## src/rtl/ssg_pkg.sv

```systemverilog
// Shared definitions for the seven-segment scan reader: segment patterns, blank pattern
// and the scan FSM state encoding.
package ssg_pkg;

    typedef enum logic [1:0] {
        StIdle   = 2'd0,
        StSettle = 2'd1,
        StSample = 2'd2,
        StHold   = 2'd3
    } ssg_state_e;

    // Active-high segment patterns, bit 0 = a .. bit 6 = g
    localparam logic [6:0] SSG_0     = 7'h3F;
    localparam logic [6:0] SSG_1     = 7'h06;
    localparam logic [6:0] SSG_2     = 7'h5B;
    localparam logic [6:0] SSG_3     = 7'h4F;
    localparam logic [6:0] SSG_4     = 7'h66;
    localparam logic [6:0] SSG_5     = 7'h6D;
    localparam logic [6:0] SSG_6     = 7'h7D;
    localparam logic [6:0] SSG_7     = 7'h07;
    localparam logic [6:0] SSG_8     = 7'h7F;
    localparam logic [6:0] SSG_9     = 7'h6F;
    localparam logic [6:0] SSG_A     = 7'h77;
    localparam logic [6:0] SSG_B     = 7'h7C;
    localparam logic [6:0] SSG_C     = 7'h39;
    localparam logic [6:0] SSG_D     = 7'h5E;
    localparam logic [6:0] SSG_E     = 7'h79;
    localparam logic [6:0] SSG_F     = 7'h71;
    localparam logic [6:0] SSG_BLANK = 7'h00;

    function automatic logic [6:0] ssg_encode(input logic [3:0] nibble);
        logic [6:0] seg;
        case (nibble)
            4'h0: seg = SSG_0;
            4'h1: seg = SSG_1;
            4'h2: seg = SSG_2;
            4'h3: seg = SSG_3;
            4'h4: seg = SSG_4;
            4'h5: seg = SSG_5;
            4'h6: seg = SSG_6;
            4'h7: seg = SSG_7;
            4'h8: seg = SSG_8;
            4'h9: seg = SSG_9;
            4'hA: seg = SSG_A;
            4'hB: seg = SSG_B;
            4'hC: seg = SSG_C;
            4'hD: seg = SSG_D;
            4'hE: seg = SSG_E;
            default: seg = SSG_F;
        endcase
        return seg;
    endfunction

endpackage

```

## src/rtl/ssg_pattern_decode.sv

```systemverilog
// Combinational segment-pattern to hex decoder; flags blank and undefined patterns.
module ssg_pattern_decode
    import ssg_pkg::*;
(
    input  logic [6:0] pattern,
    output logic       hit,
    output logic       blank,
    output logic [3:0] nibble
);

    always_comb begin
        hit    = 1'b1;
        blank  = 1'b0;
        nibble = 4'h0;
        case (pattern)
            SSG_0: nibble = 4'h0;
            SSG_1: nibble = 4'h1;
            SSG_2: nibble = 4'h2;
            SSG_3: nibble = 4'h3;
            SSG_4: nibble = 4'h4;
            SSG_5: nibble = 4'h5;
            SSG_6: nibble = 4'h6;
            SSG_7: nibble = 4'h7;
            SSG_8: nibble = 4'h8;
            SSG_9: nibble = 4'h9;
            SSG_A: nibble = 4'hA;
            SSG_B: nibble = 4'hB;
            SSG_C: nibble = 4'hC;
            SSG_D: nibble = 4'hD;
            SSG_E: nibble = 4'hE;
            SSG_F: nibble = 4'hF;
            SSG_BLANK: begin
                hit   = 1'b0;
                blank = 1'b1;
            end
            default: hit = 1'b0;
        endcase
    end

endmodule

```

## src/rtl/ssg_scan_decoder.sv

```systemverilog
// Reader for a multiplexed active-low seven-segment bus: recovers per-digit hex values and
// decimal points once a digit has been seen identically on enough settled scans.
module ssg_scan_decoder
    import ssg_pkg::*;
#(
    parameter int unsigned NUM_DIGITS    = 4,
    parameter int unsigned SETTLE_CYCLES = 4,
    parameter int unsigned STABLE_SCANS  = 2
) (
    input  logic                    clk,
    input  logic                    rst_n,
    input  logic [NUM_DIGITS-1:0]   anode,
    input  logic [7:0]              cathode,
    output logic [4*NUM_DIGITS-1:0] digits,
    output logic [NUM_DIGITS-1:0]   dp,
    output logic [NUM_DIGITS-1:0]   digit_valid,
    output logic                    frame_valid,
    output logic                    pattern_err,
    output logic                    overlap_err
);

    localparam int unsigned CNT_W = $clog2(SETTLE_CYCLES + 1);
    localparam int unsigned IDX_W = (NUM_DIGITS > 1) ? $clog2(NUM_DIGITS) : 1;
    localparam logic [CNT_W-1:0] CNT_LAST = CNT_W'(SETTLE_CYCLES - 1);
    localparam logic [2:0] STAB_MAX = 3'(STABLE_SCANS);

    logic [NUM_DIGITS-1:0] anode_s1_q, anode_s2_q;
    logic [7:0]            cath_s1_q, cath_s2_q;

    ssg_state_e            state_q, state_d;
    logic [CNT_W-1:0]      cnt_q, cnt_d;
    logic [NUM_DIGITS-1:0] anode_lat_q, anode_lat_d;
    logic [7:0]            cath_lat_q, cath_lat_d;
    logic [IDX_W-1:0]      idx_q, idx_d;

    logic [4:0]            cand_q [NUM_DIGITS];
    logic [2:0]            stab_q [NUM_DIGITS];
    logic [3:0]            digit_q [NUM_DIGITS];
    logic [NUM_DIGITS-1:0] dp_q, valid_q;
    logic                  multi_q, pattern_err_q, overlap_err_q;

    logic [NUM_DIGITS-1:0] low;
    logic                  multi, onehot;
    logic [IDX_W-1:0]      idx_sel;

    logic                  dec_hit, dec_blank;
    logic [3:0]            dec_nib;
    logic [4:0]            sample_val;
    logic [2:0]            stab_nx;

    // Both synchronisers idle at "all lines inactive" so reset never looks like an overlap
    always_ff @(posedge clk or negedge rst_n) begin
        if (!rst_n) begin
            anode_s1_q <= '1;
            anode_s2_q <= '1;
            cath_s1_q  <= '1;
            cath_s2_q  <= '1;
        end else begin
            anode_s1_q <= anode;
            anode_s2_q <= anode_s1_q;
            cath_s1_q  <= cathode;
            cath_s2_q  <= cath_s1_q;
        end
    end

    assign low    = ~anode_s2_q;
    assign multi  = (low & (low - 1'b1)) != '0;
    assign onehot = (low != '0) && !multi;

    always_comb begin
        idx_sel = '0;
        for (int i = 0; i < NUM_DIGITS; i++) begin
            if (low[i]) idx_sel = IDX_W'(i);
        end
    end

    always_comb begin
        state_d     = state_q;
        cnt_d       = cnt_q;
        anode_lat_d = anode_lat_q;
        cath_lat_d  = cath_lat_q;
        idx_d       = idx_q;
        case (state_q)
            StIdle: begin
                if (onehot) begin
                    state_d     = StSettle;
                    cnt_d       = '0;
                    anode_lat_d = anode_s2_q;
                    cath_lat_d  = cath_s2_q;
                    idx_d       = idx_sel;
                end
            end
            StSettle: begin
                if (anode_s2_q != anode_lat_q || cath_s2_q != cath_lat_q) begin
                    if (onehot) begin
                        cnt_d       = '0;
                        anode_lat_d = anode_s2_q;
                        cath_lat_d  = cath_s2_q;
                        idx_d       = idx_sel;
                    end else begin
                        state_d = StIdle;
                    end
                end else if (cnt_q == CNT_LAST) begin
                    state_d = StSample;
                end else begin
                    cnt_d = cnt_q + 1'b1;
                end
            end
            StSample: state_d = StHold;
            StHold: begin
                // Only the anode vector matters here; the cathode is already captured
                if (anode_s2_q != anode_lat_q) begin
                    if (onehot) begin
                        state_d     = StSettle;
                        cnt_d       = '0;
                        anode_lat_d = anode_s2_q;
                        cath_lat_d  = cath_s2_q;
                        idx_d       = idx_sel;
                    end else begin
                        state_d = StIdle;
                    end
                end
            end
            default: state_d = StIdle;
        endcase
    end

    always_ff @(posedge clk or negedge rst_n) begin
        if (!rst_n) begin
            state_q     <= StIdle;
            cnt_q       <= '0;
            anode_lat_q <= '1;
            cath_lat_q  <= '1;
            idx_q       <= '0;
        end else begin
            state_q     <= state_d;
            cnt_q       <= cnt_d;
            anode_lat_q <= anode_lat_d;
            cath_lat_q  <= cath_lat_d;
            idx_q       <= idx_d;
        end
    end

    ssg_pattern_decode u_decode (
        .pattern (~cath_lat_q[6:0]),
        .hit     (dec_hit),
        .blank   (dec_blank),
        .nibble  (dec_nib)
    );

    assign sample_val = {~cath_lat_q[7], dec_nib};

    always_comb begin
        stab_nx = 3'd1;
        if (cand_q[idx_q] == sample_val) begin
            stab_nx = (stab_q[idx_q] >= STAB_MAX) ? STAB_MAX : stab_q[idx_q] + 3'd1;
        end
    end

    always_ff @(posedge clk or negedge rst_n) begin
        if (!rst_n) begin
            for (int i = 0; i < NUM_DIGITS; i++) begin
                cand_q[i]  <= '0;
                stab_q[i]  <= '0;
                digit_q[i] <= '0;
            end
            dp_q          <= '0;
            valid_q       <= '0;
            multi_q       <= 1'b0;
            pattern_err_q <= 1'b0;
            overlap_err_q <= 1'b0;
        end else begin
            multi_q       <= multi;
            overlap_err_q <= multi && !multi_q;
            pattern_err_q <= 1'b0;
            if (state_q == StSample) begin
                if (dec_hit) begin
                    cand_q[idx_q] <= sample_val;
                    stab_q[idx_q] <= stab_nx;
                    if (stab_nx == STAB_MAX) begin
                        digit_q[idx_q] <= dec_nib;
                        dp_q[idx_q]    <= sample_val[4];
                        valid_q[idx_q] <= 1'b1;
                    end
                end else if (dec_blank) begin
                    stab_q[idx_q]  <= '0;
                    valid_q[idx_q] <= 1'b0;
                end else begin
                    stab_q[idx_q] <= '0;
                    pattern_err_q <= 1'b1;
                end
            end
        end
    end

    for (genvar i = 0; i < NUM_DIGITS; i++) begin : g_digits
        assign digits[4*i +: 4] = digit_q[i];
    end

    assign dp          = dp_q;
    assign digit_valid = valid_q;
    assign frame_valid = &valid_q;
    assign pattern_err = pattern_err_q;
    assign overlap_err = overlap_err_q;

endmodule

```

## config.mk

```make
export PLATFORM = sky130hd
export DESIGN_NAME = ssg_scan_decoder
export DESIGN_NICKNAME = d
export VERILOG_FILES = /design/src/rtl/ssg_pkg.sv /design/src/rtl/ssg_pattern_decode.sv /design/src/rtl/ssg_scan_decoder.sv
export SDC_FILE = /design/constraint.sdc
export NUM_CORES = 1
export LEC_CHECK = 0
export BUFFER_PORTS_ARGS = -buffer_cell sky130_fd_sc_hd__buf_4
export CORE_UTILIZATION = 35
export CTS_BUF_LIST = sky130_fd_sc_hd__clkbuf_16
export DETAILED_ROUTE_END_ITERATION = 7
export SETUP_SLACK_MARGIN = 0.3
export SLEW_MARGIN = 10
export SYNTH_ARGS = -nofsm -noshare
export SYNTH_HDL_FRONTEND = slang
export SYNTH_SLANG_ARGS = --single-unit
```

## constraint.sdc

```tcl
create_clock -name clk -period 3.9 [get_ports clk]
set_input_delay 0.195 -clock clk [delete_from_list [all_inputs] [get_ports clk]]
set_output_delay 0.195 -clock clk [all_outputs]
set_load 0.1 [all_outputs]
```

# Word-level counts from Yosys, hierarchy flattened
# Cells that the tools add are included.
[totals] ff_bits=102 inputBits=14 out_inout_bits=27
[classes] addsub=3 order_cmp=5 n_eq_ne=31 mux=57 bitwise_logic=10 reduce_logical=21
[op_table] cell="7-bit == test, second input constant" count=12
[op_table] cell="4-bit case mux with 15 select lines" count=1
[op_table] cell="4-bit two-way mux" count=7
[op_table] cell="3-bit two-way mux" count=9
[op_table] cell="8-bit two-way mux" count=3
[op_table] cell="8-bit case mux with 3 select lines" count=1
[op_table] cell="20-bit bitwise mux" count=1
[op_table] cell="2-bit two-way mux" count=10
[op_table] cell="16-bit bitwise mux" count=1
[op_table] cell="16-bit OR reduction" count=1
[op_table] cell="5-bit two-way mux" count=3
[op_table] cell="7-bit by 3-bit == test with 1-bit output, second input constant" count=2
[op_table] cell="7-bit by 6-bit == test with 1-bit output, second input constant" count=2
[op_table] cell="12-bit AND" count=1
[op_table] cell="12-bit bitwise mux" count=1
[op_table] cell="12-bit two-way mux" count=1
[op_table] cell="12-bit NOT" count=1
[op_table] cell="4-bit case mux with 3 select lines" count=1
[op_table] cell="3-bit AND reduction" count=4
[op_table] cell="5-bit binary-select mux with 2-bit select" count=1
[op_table] cell="5-bit demux with 2-bit select" count=1
[op_table] cell="3-bit inequality test, second input constant" count=3
[op_table] cell="3-bit case mux with 3 select lines" count=1
[op_table] cell="4-bit AND" count=2
[op_table] cell="38 further kinds" count=57

# Logic depth before layout (Yosys ltp)
# Gate-level depths: netlist of run 1.
[depth] ltp_word=10 depth_mapped=11 depth_no_buf=7

# By module
# Synthesis of run 1 repeated with hierarchy kept, for this count alone.
[unflattened] cells_unflattened=401 area_unflattened_um2=4822.1
[by_module_without_submodules] mod="ssg_scan_decoder" instances=1 cells_per_inst=347 area_each_um2=4451.8
[by_module_without_submodules] mod="ssg_pattern_decode" instances=1 cells_per_inst=54 area_each_um2=370.4

# Worst setup path before layout of run 1
# Ideal clock, no wire load.
[synth_path] path_type="register to register" startpoint="reg cath_lat_q[3]" endpoint="reg digit_q, in the netlist digits[0]" arrival_ns=2.689 required_ns=3.774 setup_slack_ns=1.085 path_stages_with_launch=10 path_cell_list="dfstp_2 > buf_6 > buf_4 > or4b_1 > a31oi_1 > nor3_1 > o21ai_4 > xor2_4 > nor4_4 > mux2_4"
[synth_between] elab_chain_cells=7 elab_cells_between_ends=25
[synth_lines] element="from (decl)" line_no="ssg_scan_decoder.sv:33" rtl="logic [7:0] cath_lat_q, cath_lat_d;"
[synth_lines] element="from (signal assigned)" line_no="ssg_scan_decoder.sv:139" rtl="cath_lat_q <= cath_lat_d;"
[synth_lines] element="7-bit NOT (*)" line_no="ssg_scan_decoder.sv:145" rtl=".pattern (~cath_lat_q[6:0]),"
[synth_lines] element="7-bit == test (tied with other cells)" line_no="ssg_pattern_decode.sv:15" rtl="case (pattern)"
[synth_lines] element="4-bit case mux with 15 select lines" line_no="ssg_pattern_decode.sv:15"
[synth_lines] element="5-bit == test" line_no="ssg_scan_decoder.sv:155" rtl="if (cand_q[idx_q] == sample_val) begin"
[synth_lines] element="3-bit two-way mux" line_no="ssg_scan_decoder.sv:155"
[synth_lines] element="3-bit by 2-bit == test with 1-bit output" line_no="ssg_scan_decoder.sv:180" rtl="if (stab_nx == STAB_MAX) begin"
[synth_lines] element="3-bit AND reduction (no line)"
[synth_lines] element="to (signal, indexed assignment)" line_no="ssg_scan_decoder.sv:181" rtl="digit_q[idx_q] <= dec_nib;"
[synth_lines] element="to (decl)" line_no="ssg_scan_decoder.sv:38" rtl="logic [3:0] digit_q [NUM_DIGITS];"
# Mark *: on every way between the ends. The rest lies on a longest branch, timed or not.
# A chain may end at the register's enable or synchronous reset.

# Final worst setup path of run 1
[layout_path] startpoint="reg idx_q[0]" endpoint="reg digit_q, in the netlist digits[15]"
[layout_between] elab_chain_cells=9 elab_cells_between_ends=20
[layout_lines] element="from (decl)" line_no="ssg_scan_decoder.sv:34" rtl="logic [IDX_W-1:0] idx_q, idx_d;"
[layout_lines] element="from (signal assigned)" line_no="ssg_scan_decoder.sv:140" rtl="idx_q <= idx_d;"
[layout_lines] element="2-bit NOT with 3-bit output (not written as such) (*)" line_no="ssg_scan_decoder.sv:155, ssg_scan_decoder.sv:156, ssg_scan_decoder.sv:181"
[layout_lines] element="3-bit binary-select mux with 2-bit select" line_no="ssg_scan_decoder.sv:156" rtl="stab_nx = (stab_q[idx_q] >= STAB_MAX) ? STAB_MAX : stab_q[idx_q] + 3'd1;"
[layout_lines] element="3-bit two-way mux (not written as such) (2 in a row)" line_no="ssg_scan_decoder.sv:156"
[layout_lines] element="3-bit by 1-bit adder with 3-bit output / 3-bit by 2-bit greater-or-equal comparator with 1-bit output (equally long branches)" line_no="ssg_scan_decoder.sv:156"
[layout_lines] element="3-bit two-way mux" line_no="ssg_scan_decoder.sv:156"
[layout_lines] element="3-bit two-way mux" line_no="ssg_scan_decoder.sv:155"
[layout_lines] element="3-bit by 2-bit == test with 1-bit output" line_no="ssg_scan_decoder.sv:180"
[layout_lines] element="3-bit AND reduction (no line)"
# Mark *: on every way between the ends. The rest lies on a longest branch, timed or not. The select of a mux whose other input is x is not followed.

==> results.toml, run 1 <==
[status]
status = "completed"

[synthesis]
synth.lib_cells_used.distinct = 68
synth_area_um2 = 4970
postSynthCellCount = 401
synthesis.yosys.warnings = 0
seq_area_frac_synth_pct = 52.3
syn_nets = 424
synth-seq-cells = 102
synth_edf_count = 0
synth_ff_type = "dfrtp_1"
async_flop_share_pct = 100
syn-mean-instance-area_um2 = 12.4

[grt]
grt_overflow_total = 0
grt_pass1_wl_mm = 16.5
largest_net_degree_at_the_start_of_global_routing = 86
number_of_antenna_violations_at_the_first_check_in_global_routing = 0
grtUsageTotal_pct = 14.3
first_global_vias = 3149

[final_layout]
antenna_diode_count = 0
nFillCells = 1286
final_design_area_no_fill_um2 = 5740
share_of_layout_cells_above_drive_strength_1_pct = 34.7
number_of_nets_at_the_end_of_the_flow = 462
flow.area_growth_from_synthesis_pct = 15.6
layoutNonFillerInstCount = 624

[clock_network]
insertion_delay_ns = 0.35
cts_tree = "done"
ctsLongestPathBuffers = 2
cts.sink_count = 102
cts.clk_slew.worst_paths_ns = 0.07
cts-resized-gates = 0
cts.root.buffer_cell = "clkbuf_16"
numCtsBuffers = 9
h-tree-depth = 3

[timing]
finalSetupViolations = 0
timing.final.crit_share_pct = 84.6
period_needed_ns = 3.30
hold_viol_final = 0
tns_ns = 0
max_clock_freq_mhz = 303
max_slew_headroom_at_the_worst_pin_pct = 30.8
rsz0062_at_grt = "false"
holdWs_ns = 0.0477
slew_viol_final = 0
worst_slew_pin_slew_ns = 1.04
worst_clock_skew_ns = 0.00749

[drt]
via_to_cell_ratio = 4.99
remaining_drc_errors = 0
routed_wl_mm = 9.52
vias = 3113
post_drt_wl_per_cell_um = 15.3
final_antenna_net_count = 0
dr.first_iter.drc_count = 239
detail_route.first_pass.iterations = 4

[setup_path]
worst_path_dominant_cell_family = "multiplexers"
crit_path_max_incr_delay_ns = 0.79
critical_path_launch_point_type = "flop"
largest_fanout_on_the_critical_path = 15
crit_path_top_delay_cell = "dfrtp_1"
critPathKind = "flop to flop"
reg2reg_slack_ns = 0.60
worstPathBufferInverterCount = 1
timing.critical_path.required_ns = 4.14
worst-endpoint-arrival_ns = 3.54
timing.critical_path.to_type = "flop"
timing.critical_path.cells = "mux4_2 > inv_1 > ha_1 > or3_1 > a21o_4 > nor4_4 > mux2_4"

[placement]
place.detailed.instances = 596
dp_hpwl_mm = 6.44
placedInstanceArea_um2 = 5340
port_buffers = 40
gpl.final_weighted_congestion = 0.787

[floorplanning]
die-area_um2 = 14700
die_height_um = 121
initial_core_util_pct = 35.8
coreArea_um2 = 13900
rows = 43
io_pins = 41
dieWidth_um = 121

[power]
power.static_leakage_nw = 2.46
power.density_nw_per_um2 = 535
max-vdd-ir-drop_v = 0.000309

[flow_run]
max_cap_violations = 0

[min_path]
worst_hold_path_type = "primary input to asynchronous set/reset pin"
-- through the flow --
stage | worst slack, ns | power, mW | utilization (%)
floorplan | 1.08 | 2.12 | -
global placement | 0.681 | 2.20 | 38.5
detailed placement | 0.582 | 2.23 | 38.5
CTS | 0.575 | 3.10 | 41.4
global route | 0.411 | 3.25 | 41.4
finish | 0.602 | 3.07 | 41.4
-- worst paths after layout --
kind,startpoint,to,cells past startpoint
min reg2reg,cath_s1_q[0],cath_s2_q[0],0
max in group asynchronous,rst_n,anode_lat_q[2],2
max,idx_q[0],digits[15],7
min in group clk,cath_s1_q[0],cath_s2_q[0],0
min,rst_n,cand_q[18],1
max reg2reg,idx_q[0],digits[15],7
-- layout by cell type (no fill, tap or decap), drive strengths merged, types with 10 or more instances in the layout --
cell type    count
dfstp           36
nor2            25
nand2           23
dfrtp           66
o21ai           29
a21oi           11
nor4            10
inv             17
xor2            13
mux2            35
buf             42
dlygate4sd3     12
-- state kept, by name, indices dropped and copies added, names as in the netlist, named ones only --
| register | count |
|---|---|
| anode_s1_q | 4 |
| pattern_err | 1 |
| anode_s2_q | 4 |
| overlap_err | 1 |
| cath_lat_q | 8 |
| cand_q | 20 |
| dp | 4 |
| stab_q | 12 |
| digits | 16 |
| cath_s1_q | 8 |
| state_q | 1 |
| idx_q | 2 |
| cath_s2_q | 8 |
| cnt_q | 3 |
| multi_q | 1 |
| anode_lat_q | 4 |
-- metal layers --
metal,track usage [%],wire [µm]
met1,19.5,4580
met2,22.6,4470
met3,3.29,313
met4,4.55,156
met5,0,0
-- timing repair --
item                                    CTS  global route
endpoints found under the setup margin    0             0
hold endpoints to repair                 12             0
hold buffers                             12             0
buffers inserted                          0             0
-- Yosys cell counts, drive strengths merged, types with 3 or more instances --
| cell | number | share of area, % |
|---|---|---|
| xor2 | 13 | 2.7 |
| nor4 | 10 | 2.6 |
| xnor2 | 4 | 0.86 |
| mux4 | 8 | 3.6 |
| nor3 | 8 | 0.91 |
| a21o | 4 | 0.76 |
| dfstp | 36 | 19 |
| nor2b | 5 | 0.63 |
| or2 | 5 | 0.63 |
| and3 | 4 | 0.50 |
| or3 | 7 | 0.88 |
| mux2i | 5 | 1.0 |
| nand3 | 7 | 0.81 |
| buf | 16 | 2.4 |
| dfrtp | 66 | 33 |
| ha | 9 | 2.3 |
| nor2 | 25 | 1.9 |
| inv | 13 | 0.98 |
| nand4b | 4 | 1.0 |
| a21oi | 11 | 1.1 |
| o21ai | 29 | 3.1 |
| o31ai | 3 | 0.45 |
| nand2b | 6 | 0.76 |
| nand2 | 23 | 1.7 |
| nand3b | 4 | 0.68 |
| clkbuf | 11 | 0.83 |
| a221o | 3 | 0.63 |
| mux2 | 35 | 9.1 |
-- power breakdown --
group | total (mW) | switching, mW | internal (mW) | leakage [nW]
Combinational | 0.733 | 0.395 | 0.337 | 1.03
Clock | 0.852 | 0.411 | 0.441 | 0.141
Sequential | 1.49 | 0.276 | 1.21 | 1.29
Total | 3.07 | 1.08 | 1.99 | 2.46
-- final cells by class --
class	instances	area, µm²	area share (%)
sequential	102	2600	45.2
multi-input combinational	259	2160	37.6
timing repair buffer	54	435	7.58
clock buffer	9	225	3.92
tap	180	225	3.92
clock inverter	7	53.8	0.937
inverter	13	48.8	0.850
-- cell families after synthesis --
kind of cell / count (synthesis) / synth area share [%]
AND/OR/NAND/NOR: 124 / 15.9
buffers and inverters: 40 / 4.26
flip-flops: 102 / 52.3
AO/OA/AOI/OAI: 60 / 7.79
XOR/XNOR: 17 / 3.53
multiplexers: 48 / 13.8
adder cells (fa/ha/maj): 10 / 2.47
Note: power is estimated with default switching activity, not from simulation.
==> run 2: changes to the inputs <==
==> constraint.sdc (replaced) <==
create_clock -name clk -period 3.27 [get_ports clk]
set_input_delay 0.1635 -clock clk [delete_from_list [all_inputs] [get_ports clk]]
set_output_delay 0.1635 -clock clk [all_outputs]
set_load 0.1 [all_outputs]
==> run 2 against run 1 <==
- clock skew about the same
- fmax increased by 16%
- global-route usage up 0.25 points
- utilization rose by 1.5 points
- clock power increased by 22%
- critical path depth increased by 1
- critical path type unchanged
- largest cell class unchanged
- highest routed layer unchanged
==> results.toml, run 2 (synthesis gave the netlist of run 1 again) <==
[power]
switching_power_mw = 1.35
pwr-share-seq_pct = 44.3
sw_frac_of_total_pct = 35.2
power.density_nw_per_um2 = 643
p_comb_share_pct = 28.6
max-vdd-ir-drop_v = 0.000349
totalPowerFinal_mw = 3.83
power.static_leakage_nw = 2.57
cell_internal_power_dissipation_mw = 2.48
clock_power_share_pct = 27.1

[timing]
finalWorstSetupSlack_ns = 0.436
rsz0062_at_grt = "false"
slew_viol_final = 0
period_needed_ns = 2.83
hold_viol_final = 0
worst_slew_pin_slew_ns = 0.544
max_slew_headroom_at_the_worst_pin_pct = 63.8
max_clock_freq_mhz = 353
timing.final.crit_share_pct = 86.7
tns_ns = 0
finalSetupViolations = 0
worst_clock_skew_ns = 0.00795

[clock_network]
h-tree-depth = 3
ctsLongestPathBuffers = 2
numCtsBuffers = 9
cts_tree = "done"
cts.clk_slew.worst_paths_ns = 0.08
insertion_delay_ns = 0.35
cts.sink_count = 102
cts.root.buffer_cell = "clkbuf_16"

[drt]
via_to_cell_ratio = 4.99
vias = 3217
dr.first_iter.drc_count = 122
detail_route.first_pass.iterations = 4
final_antenna_net_count = 0
routed_wl_mm = 9.74
remaining_drc_errors = 0
post_drt_wl_per_cell_um = 15.1

[placement]
placedInstanceArea_um2 = 5420
gpl.final_weighted_congestion = 0.782
place_worst_setup_slack_ns = 0.227
dp_hpwl_mm = 6.65
port_buffers = 40

[setup_path]
worst-r2r-cell-count = 8
timing.critical_path.cells = "mux4_2 > inv_1 > ha_1 > or3_1 > a21o_4 > nor4_4 > buf_6 > mux2_4"
worstPathBufferInverterCount = 2
critical_path_launch_point_type = "flop"
r2r_start = "idx_q[0]"
worst_path_dominant_cell_family = "multiplexers"
reg2reg_slack_ns = 0.44
largest_fanout_on_the_critical_path = 6
critPathKind = "flop to flop"
timing.critical_path.to_type = "flop"
timing.rr.end = "digits[4]"
worst-endpoint-arrival_ns = 3.07
timing.critical_path.required_ns = 3.51
crit_path_top_delay_cell = "mux4_2"
crit_path_max_incr_delay_ns = 0.53

[floorplanning]
coreArea_um2 = 13900
io_pins = 41
die_height_um = 121
rows = 43
initial_core_util_pct = 35.8
dieWidth_um = 121
die-area_um2 = 14700

[min_path]
worst_hold_path_type = "primary input to asynchronous set/reset pin"

[final_layout]
final_cell_mix = "dfrtp_1 (65), buf_4 (61), dfstp_2 (34), nor2_1 (25), nand2_1 (23)"
largest_reg_flops = 20
final_common_cell = "dfrtp_1"
top_register = "cand_q"
flow.area_growth_from_synthesis_pct = 19.9
final_design_area_no_fill_um2 = 5950
share_of_layout_cells_above_drive_strength_1_pct = 38.3
antenna_diode_count = 0
number_of_nets_at_the_end_of_the_flow = 483

[grt]
number_of_antenna_violations_at_the_first_check_in_global_routing = 0
grtUsageTotal_pct = 14.6
grt_overflow_total = 0
largest_net_degree_at_the_start_of_global_routing = 42
first_global_vias = 3285
grt_pass1_wl_mm = 16.6

[status]
status = "completed"

[flow_run]
max_cap_violations = 0
## run 2: what timing repair did
action,CTS,global route
gates resized for setup,1,10
buffers inserted,7,3
hold buffers,13,0
pin swaps,2,2
hold endpoints to repair,17,0
setup endpoints to repair,16,30
## run 2: worst reg2reg max path, stage by stage, from the launching register on
cell     delay (ns)
dfrtp_2        0.42
mux4_2         0.53
inv_1          0.12
ha_1           0.25
or3_1          0.39
a21o_4         0.27
nor4_4         0.28
buf_6          0.17
mux2_4         0.30
## run 2: layout make-up
class,instances,area (µm²)
inverters,13,48.8
fillers,1272,7930
clock inverters,7,57.6
repair buffers,75,599
multi-input cells,259,2190
flip-flops and latches,102,2610
well taps,180,225
clock buffers,9,225
## run 2: routing by layer
layer / track usage (%) / up-vias / part of all wire (%)
li1: - / 1537 / -
met1: 19.9 / 1606 / 46
met2: 23.3 / 65 / 49
met3: 3.10 / 9 / 3.2
met4: 4.24 / 0 / 0.88
met5: 0 / - / 0
## run 2: worst max-delay path by stage
stage                       start    endpoint  slack, ns  cells past startpoint
finish                   idx_q[0]   digits[4]       0.44                      8
global route        cath_lat_q[0]   digits[4]       0.30                      8
CTS                      idx_q[0]   digits[4]       0.32                      8
detailed placement  cath_lat_q[4]   digits[4]       0.23                      7
global placement    cath_lat_q[4]  digits[13]       0.26                      7
floorplan           cath_lat_q[3]   digits[0]       0.45                      9
## run 2: stage by stage
step | hold WS [ns] | util, % | std cells
5_1_grt | 0.359 | 42.9 | 645
2_1_floorplan | -0.132 | - | 401
6_report | 0.329 | 42.9 | 645
3_5_place_dp | 0.163 | 39.0 | 606
4_1_cts | 0.330 | 42.4 | 642
3_3_place_gp | 0.157 | 39.0 | 606
## run 2: power by group through the flow
stage	Sequential (mW)	Clock, mW	Combinational [mW]
finish	1.69	1.04	1.10
global route	1.73	1.12	1.20
CTS	1.68	1.07	1.06
detailed placement	1.71	0	1.00
global placement	1.71	0	0.980
floorplan	1.54	0	0.988
